## src/rtl/i2c_pkg.sv

```systemverilog
// -----------------------------------------------------------------------------
// i2c_pkg
// Shared types and constants for the I2C transaction arbiter slice.
//   arb_state_t : arbiter FSM states
//   I2C_WR/RD   : encoding of the operation bit seen by the master engine
//   SYS_FREQ/I2C_FREQ : nominal system and bus clock rates of the platform
// -----------------------------------------------------------------------------
package i2c_pkg;

  typedef enum logic [1:0] {
    IDLE,
    LAUNCH,
    WAIT,
    RESP
  } arb_state_t;

  localparam logic I2C_WR = 1'b0;
  localparam logic I2C_RD = 1'b1;

  localparam int SYS_FREQ = 40_000_000;
  localparam int I2C_FREQ = 100_000;

endpackage

```

## src/rtl/i2c_txn_arbiter_if.sv

```systemverilog
// -----------------------------------------------------------------------------
// i2c_txn_arbiter_if
// Bundles the requester-side handshake and the master-engine handshake.
//   req/req_addr/req_rw/req_wdata : per-port request, packed per port
//   gnt/rsp_*                     : one-hot grant and completion response
//   m_newd/m_addr/m_op/m_din      : launch command toward the I2C engine
//   m_done/m_ack_err/m_dout       : completion status from the I2C engine
// Modports:
//   master : the arbiter (drives grants, responses and engine commands)
//   slave  : the surroundings (requesters plus the engine)
// -----------------------------------------------------------------------------
interface i2c_txn_arbiter_if #(
  parameter int NREQ = 4
);

  logic [NREQ-1:0]   req;
  logic [NREQ*7-1:0] req_addr;
  logic [NREQ-1:0]   req_rw;
  logic [NREQ*8-1:0] req_wdata;
  logic [NREQ-1:0]   gnt;
  logic [NREQ-1:0]   rsp_valid;
  logic [7:0]        rsp_rdata;
  logic              rsp_err;
  logic              rsp_timeout;
  logic              m_newd;
  logic [6:0]        m_addr;
  logic              m_op;
  logic [7:0]        m_din;
  logic              m_done;
  logic              m_ack_err;
  logic [7:0]        m_dout;

  modport master (
    input  req, req_addr, req_rw, req_wdata, m_done, m_ack_err, m_dout,
    output gnt, rsp_valid, rsp_rdata, rsp_err, rsp_timeout,
    output m_newd, m_addr, m_op, m_din
  );

  modport slave (
    output req, req_addr, req_rw, req_wdata, m_done, m_ack_err, m_dout,
    input  gnt, rsp_valid, rsp_rdata, rsp_err, rsp_timeout,
    input  m_newd, m_addr, m_op, m_din
  );

endinterface

```

## src/rtl/i2c_txn_arbiter_rr.sv

```systemverilog
// -----------------------------------------------------------------------------
// rr_arbiter
// Round-robin winner selection. The search starts one past the stored pointer
// and wraps modulo NREQ; the first set request wins. The pointer only moves
// on advance_i, taking the index of the port that was just served.
//   clk, rst    : clock, synchronous active-high reset (pointer -> NREQ-1)
//   req_i       : request vector
//   advance_i   : load adv_idx_i into the pointer
//   adv_idx_i   : index of the port just served
//   any_o       : at least one request is set
//   win_oh_o    : one-hot winner (combinational)
//   win_idx_o   : binary winner index (combinational)
// -----------------------------------------------------------------------------
module rr_arbiter #(
  parameter int NREQ = 4
) (
  input  logic                    clk,
  input  logic                    rst,
  input  logic [NREQ-1:0]         req_i,
  input  logic                    advance_i,
  input  logic [$clog2(NREQ)-1:0] adv_idx_i,
  output logic                    any_o,
  output logic [NREQ-1:0]         win_oh_o,
  output logic [$clog2(NREQ)-1:0] win_idx_o
);

  localparam int IW = $clog2(NREQ);

  logic [IW-1:0] ptr_q;
  logic [IW-1:0] cand;

  // NOTE: every variable written here gets a value before any condition,
  // otherwise a path that skips the assignment infers a latch.
  always_comb begin
    any_o     = 1'b0;
    win_oh_o  = '0;
    win_idx_o = '0;
    cand      = '0;
    for (int i = 1; i <= NREQ; i++) begin
      cand = IW'((int'(ptr_q) + i) % NREQ);
      if (!any_o && req_i[cand]) begin
        any_o           = 1'b1;
        win_oh_o[cand]  = 1'b1;
        win_idx_o       = cand;
      end
    end
  end

  // NOTE: state registers use non-blocking assignments so every flop samples
  // the pre-edge values regardless of process ordering.
  always_ff @(posedge clk) begin
    if (rst) begin
      ptr_q <= IW'(NREQ - 1);
    end else if (advance_i) begin
      ptr_q <= adv_idx_i;
    end
  end

endmodule

```

## src/rtl/i2c_txn_arbiter.sv

```systemverilog
// -----------------------------------------------------------------------------
// i2c_txn_arbiter
// Shares one byte-oriented I2C master engine among NREQ requesters. A winner
// is chosen round-robin, its request is latched and launched on the engine,
// and the engine's completion (or a timeout) is returned to that port as a
// single-cycle rsp_valid pulse.
//   clk, rst : clock, synchronous active-high reset
//   bus      : i2c_txn_arbiter_if.master (requester and engine handshakes)
// Parameters:
//   NREQ        : number of requester ports (2..8)
//   TIMEOUT_CYC : cycles allowed from launch to m_done before aborting
// -----------------------------------------------------------------------------
module i2c_txn_arbiter #(
  parameter int NREQ        = 4,
  parameter int TIMEOUT_CYC = 16384
) (
  input logic               clk,
  input logic               rst,
  i2c_txn_arbiter_if.master bus
);

  import i2c_pkg::*;

  localparam int IW = $clog2(NREQ);
  localparam int CW = $clog2(TIMEOUT_CYC + 1);

  arb_state_t      state_q,   state_d;
  logic [NREQ-1:0] gnt_q,     gnt_d;
  logic [IW-1:0]   win_q,     win_d;
  logic [6:0]      m_addr_q,  m_addr_d;
  logic            m_op_q,    m_op_d;
  logic [7:0]      m_din_q,   m_din_d;
  logic            m_newd_q,  m_newd_d;
  logic [CW-1:0]   cnt_q,     cnt_d;
  logic            ack_err_q, ack_err_d;
  logic [7:0]      dout_q,    dout_d;
  logic            tmo_q,     tmo_d;

  logic            arb_any;
  logic [NREQ-1:0] arb_oh;
  logic [IW-1:0]   arb_idx;
  logic [6:0]      sel_addr;
  logic            sel_rw;
  logic [7:0]      sel_wdata;

  rr_arbiter #(.NREQ(NREQ)) u_rr (
    .clk       (clk),
    .rst       (rst),
    .req_i     (bus.req),
    .advance_i (state_q == RESP),
    .adv_idx_i (win_q),
    .any_o     (arb_any),
    .win_oh_o  (arb_oh),
    .win_idx_o (arb_idx)
  );

  // Mux the winning port's request fields out of the packed vectors.
  always_comb begin
    sel_addr  = '0;
    sel_rw    = 1'b0;
    sel_wdata = '0;
    for (int p = 0; p < NREQ; p++) begin
      if (arb_idx == IW'(p)) begin
        sel_addr  = bus.req_addr[p*7 +: 7];
        sel_rw    = bus.req_rw[p];
        sel_wdata = bus.req_wdata[p*8 +: 8];
      end
    end
  end

  always_comb begin
    state_d   = state_q;
    gnt_d     = gnt_q;
    win_d     = win_q;
    m_addr_d  = m_addr_q;
    m_op_d    = m_op_q;
    m_din_d   = m_din_q;
    m_newd_d  = 1'b0;
    cnt_d     = cnt_q;
    ack_err_d = ack_err_q;
    dout_d    = dout_q;
    tmo_d     = tmo_q;
    unique case (state_q)
      IDLE: begin
        if (arb_any) begin
          gnt_d    = arb_oh;
          win_d    = arb_idx;
          m_addr_d = sel_addr;
          m_op_d   = sel_rw;
          m_din_d  = sel_wdata;
          state_d  = LAUNCH;
        end
      end
      LAUNCH: begin
        // The launch pulse is registered, so it shows up in the first WAIT
        // cycle, one cycle after gnt, while the counter reads 0.
        m_newd_d  = 1'b1;
        cnt_d     = '0;
        ack_err_d = 1'b0;
        dout_d    = '0;
        tmo_d     = 1'b0;
        state_d   = WAIT;
      end
      WAIT: begin
        if (cnt_q != CW'(TIMEOUT_CYC)) cnt_d = cnt_q + CW'(1);
        // A completion in the last allowed cycle beats the timeout.
        if (bus.m_done) begin
          ack_err_d = bus.m_ack_err;
          dout_d    = bus.m_dout;
          state_d   = RESP;
        end else if (cnt_q == CW'(TIMEOUT_CYC - 1)) begin
          tmo_d   = 1'b1;
          state_d = RESP;
        end
      end
      RESP: begin
        gnt_d   = '0;
        state_d = IDLE;
      end
      default: state_d = IDLE;
    endcase
  end

  always_ff @(posedge clk) begin
    if (rst) begin
      state_q   <= IDLE;
      gnt_q     <= '0;
      win_q     <= '0;
      m_addr_q  <= '0;
      m_op_q    <= 1'b0;
      m_din_q   <= '0;
      m_newd_q  <= 1'b0;
      cnt_q     <= '0;
      ack_err_q <= 1'b0;
      dout_q    <= '0;
      tmo_q     <= 1'b0;
    end else begin
      state_q   <= state_d;
      gnt_q     <= gnt_d;
      win_q     <= win_d;
      m_addr_q  <= m_addr_d;
      m_op_q    <= m_op_d;
      m_din_q   <= m_din_d;
      m_newd_q  <= m_newd_d;
      cnt_q     <= cnt_d;
      ack_err_q <= ack_err_d;
      dout_q    <= dout_d;
      tmo_q     <= tmo_d;
    end
  end

  logic in_resp;
  assign in_resp = (state_q == RESP);

  assign bus.gnt         = gnt_q;
  assign bus.m_newd      = m_newd_q;
  assign bus.m_addr      = m_addr_q;
  assign bus.m_op        = m_op_q;
  assign bus.m_din       = m_din_q;
  assign bus.rsp_valid   = in_resp ? gnt_q : '0;
  assign bus.rsp_err     = in_resp & (ack_err_q | tmo_q);
  assign bus.rsp_timeout = in_resp & tmo_q;
  assign bus.rsp_rdata   = (in_resp && m_op_q == I2C_RD && !ack_err_q && !tmo_q)
                           ? dout_q : '0;

endmodule

```

## src/flat_wrapper.sv

```systemverilog
// flat-port wrapper written by rule: the top's interface ports become plain ports
module i2c_txn_arbiter_flat import i2c_pkg::*;
#(
  parameter int NREQ        = 4,
  parameter int TIMEOUT_CYC = 16384
)
  (clk, rst, bus_req, bus_req_addr, bus_req_rw, bus_req_wdata, bus_m_done, bus_m_ack_err, bus_m_dout, bus_gnt, bus_rsp_valid, bus_rsp_rdata, bus_rsp_err, bus_rsp_timeout, bus_m_newd, bus_m_addr, bus_m_op, bus_m_din);
  i2c_txn_arbiter_if #(.NREQ(NREQ)) bus_i ();
  input logic clk;
  input logic rst;
  input wire logic [$bits(bus_i.req)-1:0] bus_req;
  input wire logic [$bits(bus_i.req_addr)-1:0] bus_req_addr;
  input wire logic [$bits(bus_i.req_rw)-1:0] bus_req_rw;
  input wire logic [$bits(bus_i.req_wdata)-1:0] bus_req_wdata;
  input wire logic [$bits(bus_i.m_done)-1:0] bus_m_done;
  input wire logic [$bits(bus_i.m_ack_err)-1:0] bus_m_ack_err;
  input wire logic [$bits(bus_i.m_dout)-1:0] bus_m_dout;
  output wire logic [$bits(bus_i.gnt)-1:0] bus_gnt;
  output wire logic [$bits(bus_i.rsp_valid)-1:0] bus_rsp_valid;
  output wire logic [$bits(bus_i.rsp_rdata)-1:0] bus_rsp_rdata;
  output wire logic [$bits(bus_i.rsp_err)-1:0] bus_rsp_err;
  output wire logic [$bits(bus_i.rsp_timeout)-1:0] bus_rsp_timeout;
  output wire logic [$bits(bus_i.m_newd)-1:0] bus_m_newd;
  output wire logic [$bits(bus_i.m_addr)-1:0] bus_m_addr;
  output wire logic [$bits(bus_i.m_op)-1:0] bus_m_op;
  output wire logic [$bits(bus_i.m_din)-1:0] bus_m_din;
  assign bus_i.req = bus_req;
  assign bus_i.req_addr = bus_req_addr;
  assign bus_i.req_rw = bus_req_rw;
  assign bus_i.req_wdata = bus_req_wdata;
  assign bus_i.m_done = bus_m_done;
  assign bus_i.m_ack_err = bus_m_ack_err;
  assign bus_i.m_dout = bus_m_dout;
  assign bus_gnt = bus_i.gnt;
  assign bus_rsp_valid = bus_i.rsp_valid;
  assign bus_rsp_rdata = bus_i.rsp_rdata;
  assign bus_rsp_err = bus_i.rsp_err;
  assign bus_rsp_timeout = bus_i.rsp_timeout;
  assign bus_m_newd = bus_i.m_newd;
  assign bus_m_addr = bus_i.m_addr;
  assign bus_m_op = bus_i.m_op;
  assign bus_m_din = bus_i.m_din;
  i2c_txn_arbiter #(.NREQ(NREQ), .TIMEOUT_CYC(TIMEOUT_CYC)) u_core (.clk(clk), .rst(rst), .bus(bus_i));
endmodule
```

## config.mk

```make
export PLATFORM = sky130hd
export DESIGN_NAME = i2c_txn_arbiter_flat
export DESIGN_NICKNAME = d
export VERILOG_FILES = /design/src/rtl/i2c_pkg.sv /design/src/rtl/i2c_txn_arbiter_if.sv /design/src/rtl/i2c_txn_arbiter_rr.sv /design/src/rtl/i2c_txn_arbiter.sv /design/src/flat_wrapper.sv
export SDC_FILE = /design/constraint.sdc
export NUM_CORES = 1
export LEC_CHECK = 0
export BUFFER_PORTS_ARGS = -buffer_cell sky130_fd_sc_hd__clkbuf_2
export CORE_UTILIZATION = 40
export DETAILED_ROUTE_END_ITERATION = 7
export PLACE_DENSITY = 0.66
export REMOVE_ABC_BUFFERS = 1
export SYNTH_ARGS = -nofsm -noshare
export SYNTH_HDL_FRONTEND = slang
export SYNTH_SLANG_ARGS = --single-unit
export TNS_END_PERCENT = 20
```

## constraint.sdc

```tcl
create_clock -name clk -period 3.6 [get_ports clk]
set_clock_uncertainty 0.15 [all_clocks]
set_input_delay 0.18 -clock clk [delete_from_list [all_inputs] [get_ports clk]]
set_output_delay 0.18 -clock clk [all_outputs]
set_load 0.01 [all_outputs]
```

==> qor.yml <==
arrival_ns: 3.31
tritoncts_num_sinks: 52
cts_tree: "built"
maxSlewViolCount: 0
detailedRoute.firstIterationViolations: 112
max_slew_margin_pct: 52.79
number_of_global_route_vias_before_repair: 3073
gp_routability_congestion: 0.7973
grt_max_degree: 33
postCtsSetupRepairBufs: 0
track_usage_pct: 19.28
crit_path_max_incr_delay_ns: 0.58
nNetsFinal: 601
drive_above_1_share_pct: 32.94
boundaryPins: 115
hold-worst-slack_ns: 0.009294
main_combinational_cell_family_by_area_after_synthesis: "simple AND/OR/NAND/NOR gates"
final_common_cell: "sky130_fd_sc_hd__clkbuf_2"
post-route-worst-setup-slack_ns: 0.3461
detailroute.via_count: 3291
syn_area_per_cell_sq_um: 8.679
remaining_drc_errors: 0
worst_pin_slew_ns: 0.7081
fp.dieW_um: 94.70
synth_sequential_area_ratio_pct: 30.29
critPathLaunchType: "flop"
global_route_wire_length_before_repair_um: 14010
synthDistinctLibCells: 53
cts.reportedPaths.clkPinSlew_ns: 0.11
synth_simple_gate_area_share_pct: 24.43
synthMuxAreaShare_pct: 10.81
n_fill_cell: 833
synth_edf_count: 0
fin_crit_ns: 3.254
finalHoldViolCount: 0
synthXorXnorAreaFrac_pct: 0.7645
vdd.ir_drop.worst_mv: 0.2965
drt-vias-per-instance: 5.377
worst-setup-path-type: "flop to flop"
drtAntennaViolNets: 0
worstSkewPairLatency_ns: 0.31
cells_after_synth: 396
fp.coreArea_sq_um: 8258
rsz_0062_raised_after_global_routing: "no"
grt-ovfl-total: 0
antenna_found_initial: 0
drt-wirelength-per-cell_um: 13.93
outcome: "finished, final reports clean"
compound_gate_portion_of_the_synthesized_area_pct: 23.73
detailedPlace.worstSlack_ns: 0.4728
mostFrequentLayoutCells: "sky130_fd_sc_hd__clkbuf_2 (114), sky130_fd_sc_hd__dfxtp_1 (51), sky130_fd_sc_hd__nand2_1 (32)"
initial_core_utilization_pct: 41.62
port_buffers: 114
totalWireLength_um: 8528
fin_crit_sh_pct: 90.39
finalSetupViolCount: 0
maxCapViolCount: 0
power_per_cell_area_nw_per_um2: 542.9
highest_attainable_clock_frequency_mhz: 307.3
floorplan.die.height_um: 94.70
synth-adder-area-share_pct: 5.461
critical_path.cell_chain: "inv_1, ha_1, mux4_2, nor2b_2, o21ai_4, nand2_4, mux2i_1, dlygate4sd3_1, o211ai_2"
cp_max_fo: 17
row_count: 33
place.detailed.hpwl_um: 6342
total_of_flip_flops_plus_latches_after_synthesis: 52
number_of_antenna_diodes: 0
syn_area_sq_um: 3437
finalSetupTns_ns: 0
design.die.area_sq_um: 8967
worst_ep_required_time_ns: 3.66
htree_num_levels: 2
synth_async_sr_flop_share_pct: 0
cts_root_buf: "sky130_fd_sc_hd__clkbuf_8"
crit_path_end_kind: "flop"
synth_warnings: 0
cts_inserted_buffers: 5
slowest_stage: "sky130_fd_sc_hd__dlygate4sd3_1"
areaGrowthSynthToFinish_pct: 23.23
initial_drt_pass_iterations: 4
ys.flop_type: "sky130_fd_sc_hd__dfxtp_1"
class_of_the_tightest_hold_or_removal_check: "input port to flop"
p_leak_nw: 1.849
cts-root-to-sink-buffers: 2
==> synthesized netlist by cell type (2+ instances only) <==
| cell type | n | area share [%] |
|---|---|---|
| sky130_fd_sc_hd__nand3_1 | 9 | 1.3 |
| sky130_fd_sc_hd__nand2_1 | 32 | 3.5 |
| sky130_fd_sc_hd__a32oi_1 | 3 | 0.76 |
| sky130_fd_sc_hd__o21ai_0 | 12 | 1.7 |
| sky130_fd_sc_hd__a21boi_0 | 17 | 3.7 |
| sky130_fd_sc_hd__o311ai_0 | 2 | 0.51 |
| sky130_fd_sc_hd__and2_1 | 14 | 2.5 |
| sky130_fd_sc_hd__and3_1 | 19 | 3.5 |
| sky130_fd_sc_hd__o211ai_2 | 10 | 3.6 |
| sky130_fd_sc_hd__inv_1 | 11 | 1.2 |
| sky130_fd_sc_hd__nor3_1 | 5 | 0.73 |
| sky130_fd_sc_hd__nand4_1 | 3 | 0.55 |
| sky130_fd_sc_hd__mux4_2 | 4 | 2.6 |
| sky130_fd_sc_hd__buf_2 | 4 | 0.58 |
| sky130_fd_sc_hd__nor2_4 | 2 | 0.66 |
| sky130_fd_sc_hd__and4_1 | 2 | 0.51 |
| sky130_fd_sc_hd__buf_6 | 2 | 0.66 |
| sky130_fd_sc_hd__or3_1 | 8 | 1.5 |
| sky130_fd_sc_hd__a22oi_1 | 4 | 0.87 |
| sky130_fd_sc_hd__nor2_1 | 30 | 3.3 |
| sky130_fd_sc_hd__buf_1 | 2 | 0.22 |
| sky130_fd_sc_hd__a21oi_1 | 23 | 3.3 |
| sky130_fd_sc_hd__dfxtp_1 | 52 | 30 |
| sky130_fd_sc_hd__mux2_2 | 9 | 2.9 |
| sky130_fd_sc_hd__ha_1 | 15 | 5.5 |
| sky130_fd_sc_hd__nand2b_1 | 2 | 0.36 |
| sky130_fd_sc_hd__nor3b_1 | 8 | 1.7 |
| sky130_fd_sc_hd__a221oi_1 | 5 | 1.3 |
| sky130_fd_sc_hd__mux2i_1 | 18 | 5.2 |
| sky130_fd_sc_hd__o211ai_1 | 11 | 2.4 |
| sky130_fd_sc_hd__nor4b_1 | 2 | 0.51 |
| sky130_fd_sc_hd__or2_2 | 3 | 0.55 |
| sky130_fd_sc_hd__nand4b_1 | 2 | 0.51 |
| sky130_fd_sc_hd__o21ai_1 | 15 | 2.2 |
| sky130_fd_sc_hd__nor2b_1 | 3 | 0.55 |
| sky130_fd_sc_hd__clkbuf_1 | 15 | 1.6 |
| sky130_fd_sc_hd__xnor2_1 | 2 | 0.51 |
==> logic make-up (layout without fill, tap and decap cells) <==
group           after synthesis  after routing
flops                        52             52
mux                          31             31
fa+ha+maj                    15             15
simple gates                151            151
compound gates              109            109
buf+inv                      35            146
xor+xnor                      3              3
==> final cells by class <==
class                           count  area [sq um]  share of cell area (%)
Timing Repair Buffer              127         683.2                   16.13
Sequential cell                    52          1042                   24.61
Inverter                           11         41.29                  0.9749
Multi-Input combinational cell    309          2243                   52.97
Clock buffer                        5         68.82                   1.625
Tap cell                          105         131.4                   3.102
Clock inverter                      3         25.02                  0.5908
==> per-layer routing <==
layer,wire length (um),global-route usage (%),up-vias
met5,0,0,-
met4,29,2.904,0
met3,433,4.106,4
met2,4154,34.11,99
met1,3909,24.35,1527
li1,-,-,1661
==> report_power, final <==
part	total, W	switching, W	leakage [nW]	internal (W)
registers	0.000766	0.0000781	0.424	0.000688
logic	0.00118	0.000680	1.38	0.000502
clock network	0.000351	0.000209	0.0452	0.000142
==> timing repair <==
action / in CTS / in global routing
endpoints found under the hold margin: 5 / 0
endpoints found under the setup margin: 0 / 1
hold buffers: 6 / 0
gates resized for setup: 0 / 2
==> state kept, by name, indices dropped and copies added (netlist names), 2 cells and up <==
| name | count |
|---|---|
| u_core.bus.gnt | 4 |
| u_core.bus.m_addr | 7 |
| u_core.bus.m_din | 8 |
| u_core.cnt_q | 15 |
| u_core.dout_q | 8 |
| u_core.state_q | 2 |
| u_core.u_rr.ptr_q | 2 |
| u_core.win_q | 2 |
==> worst paths after layout <==
path	start	to	slack, ns	cells past startpoint
worst min-delay path	bus_req_wdata[3]	u_core.bus.m_din[3]$_SDFFE_PP0P_	0.009	3
worst max register to register	u_core.u_rr.ptr_q[1]$_SDFFE_PP1P_	u_core.bus.m_din[0]$_SDFFE_PP0P_	0.35	9
worst min register to register	u_core.win_q[1]$_SDFFE_PP0P_	u_core.win_q[1]$_SDFFE_PP0P_	0.33	2
worst max-delay path	u_core.u_rr.ptr_q[1]$_SDFFE_PP1P_	u_core.bus.m_din[0]$_SDFFE_PP0P_	0.35	9
==> per-stage QoR <==
step | total power [W] | instances | util (%) | instance area (sq um)
2_1_floorplan | 0.001594 | 372 | - | 3323
3_3_place_gp | 0.001929 | 598 | 49.38 | 4078
3_5_place_dp | 0.001957 | 598 | 49.38 | 4078
4_1_cts | 0.002322 | 612 | 51.24 | 4232
5_1_grt | 0.002473 | 612 | 51.29 | 4235
6_report | 0.002299 | 612 | 51.29 | 4235
==> worst max-delay path, delay by kind of cell (launching register included) <==
kind | cells | cell delay (ns)
AO/OA/AOI/OAI | 2 | 0.26
adder cells (fa/ha/maj) | 1 | 0.42
buffers and inverters | 2 | 0.74
flip-flops | 1 | 0.47
multiplexers | 2 | 0.63
AND/OR/NAND/NOR | 2 | 0.46
Power figures use the tool's default switching activity.
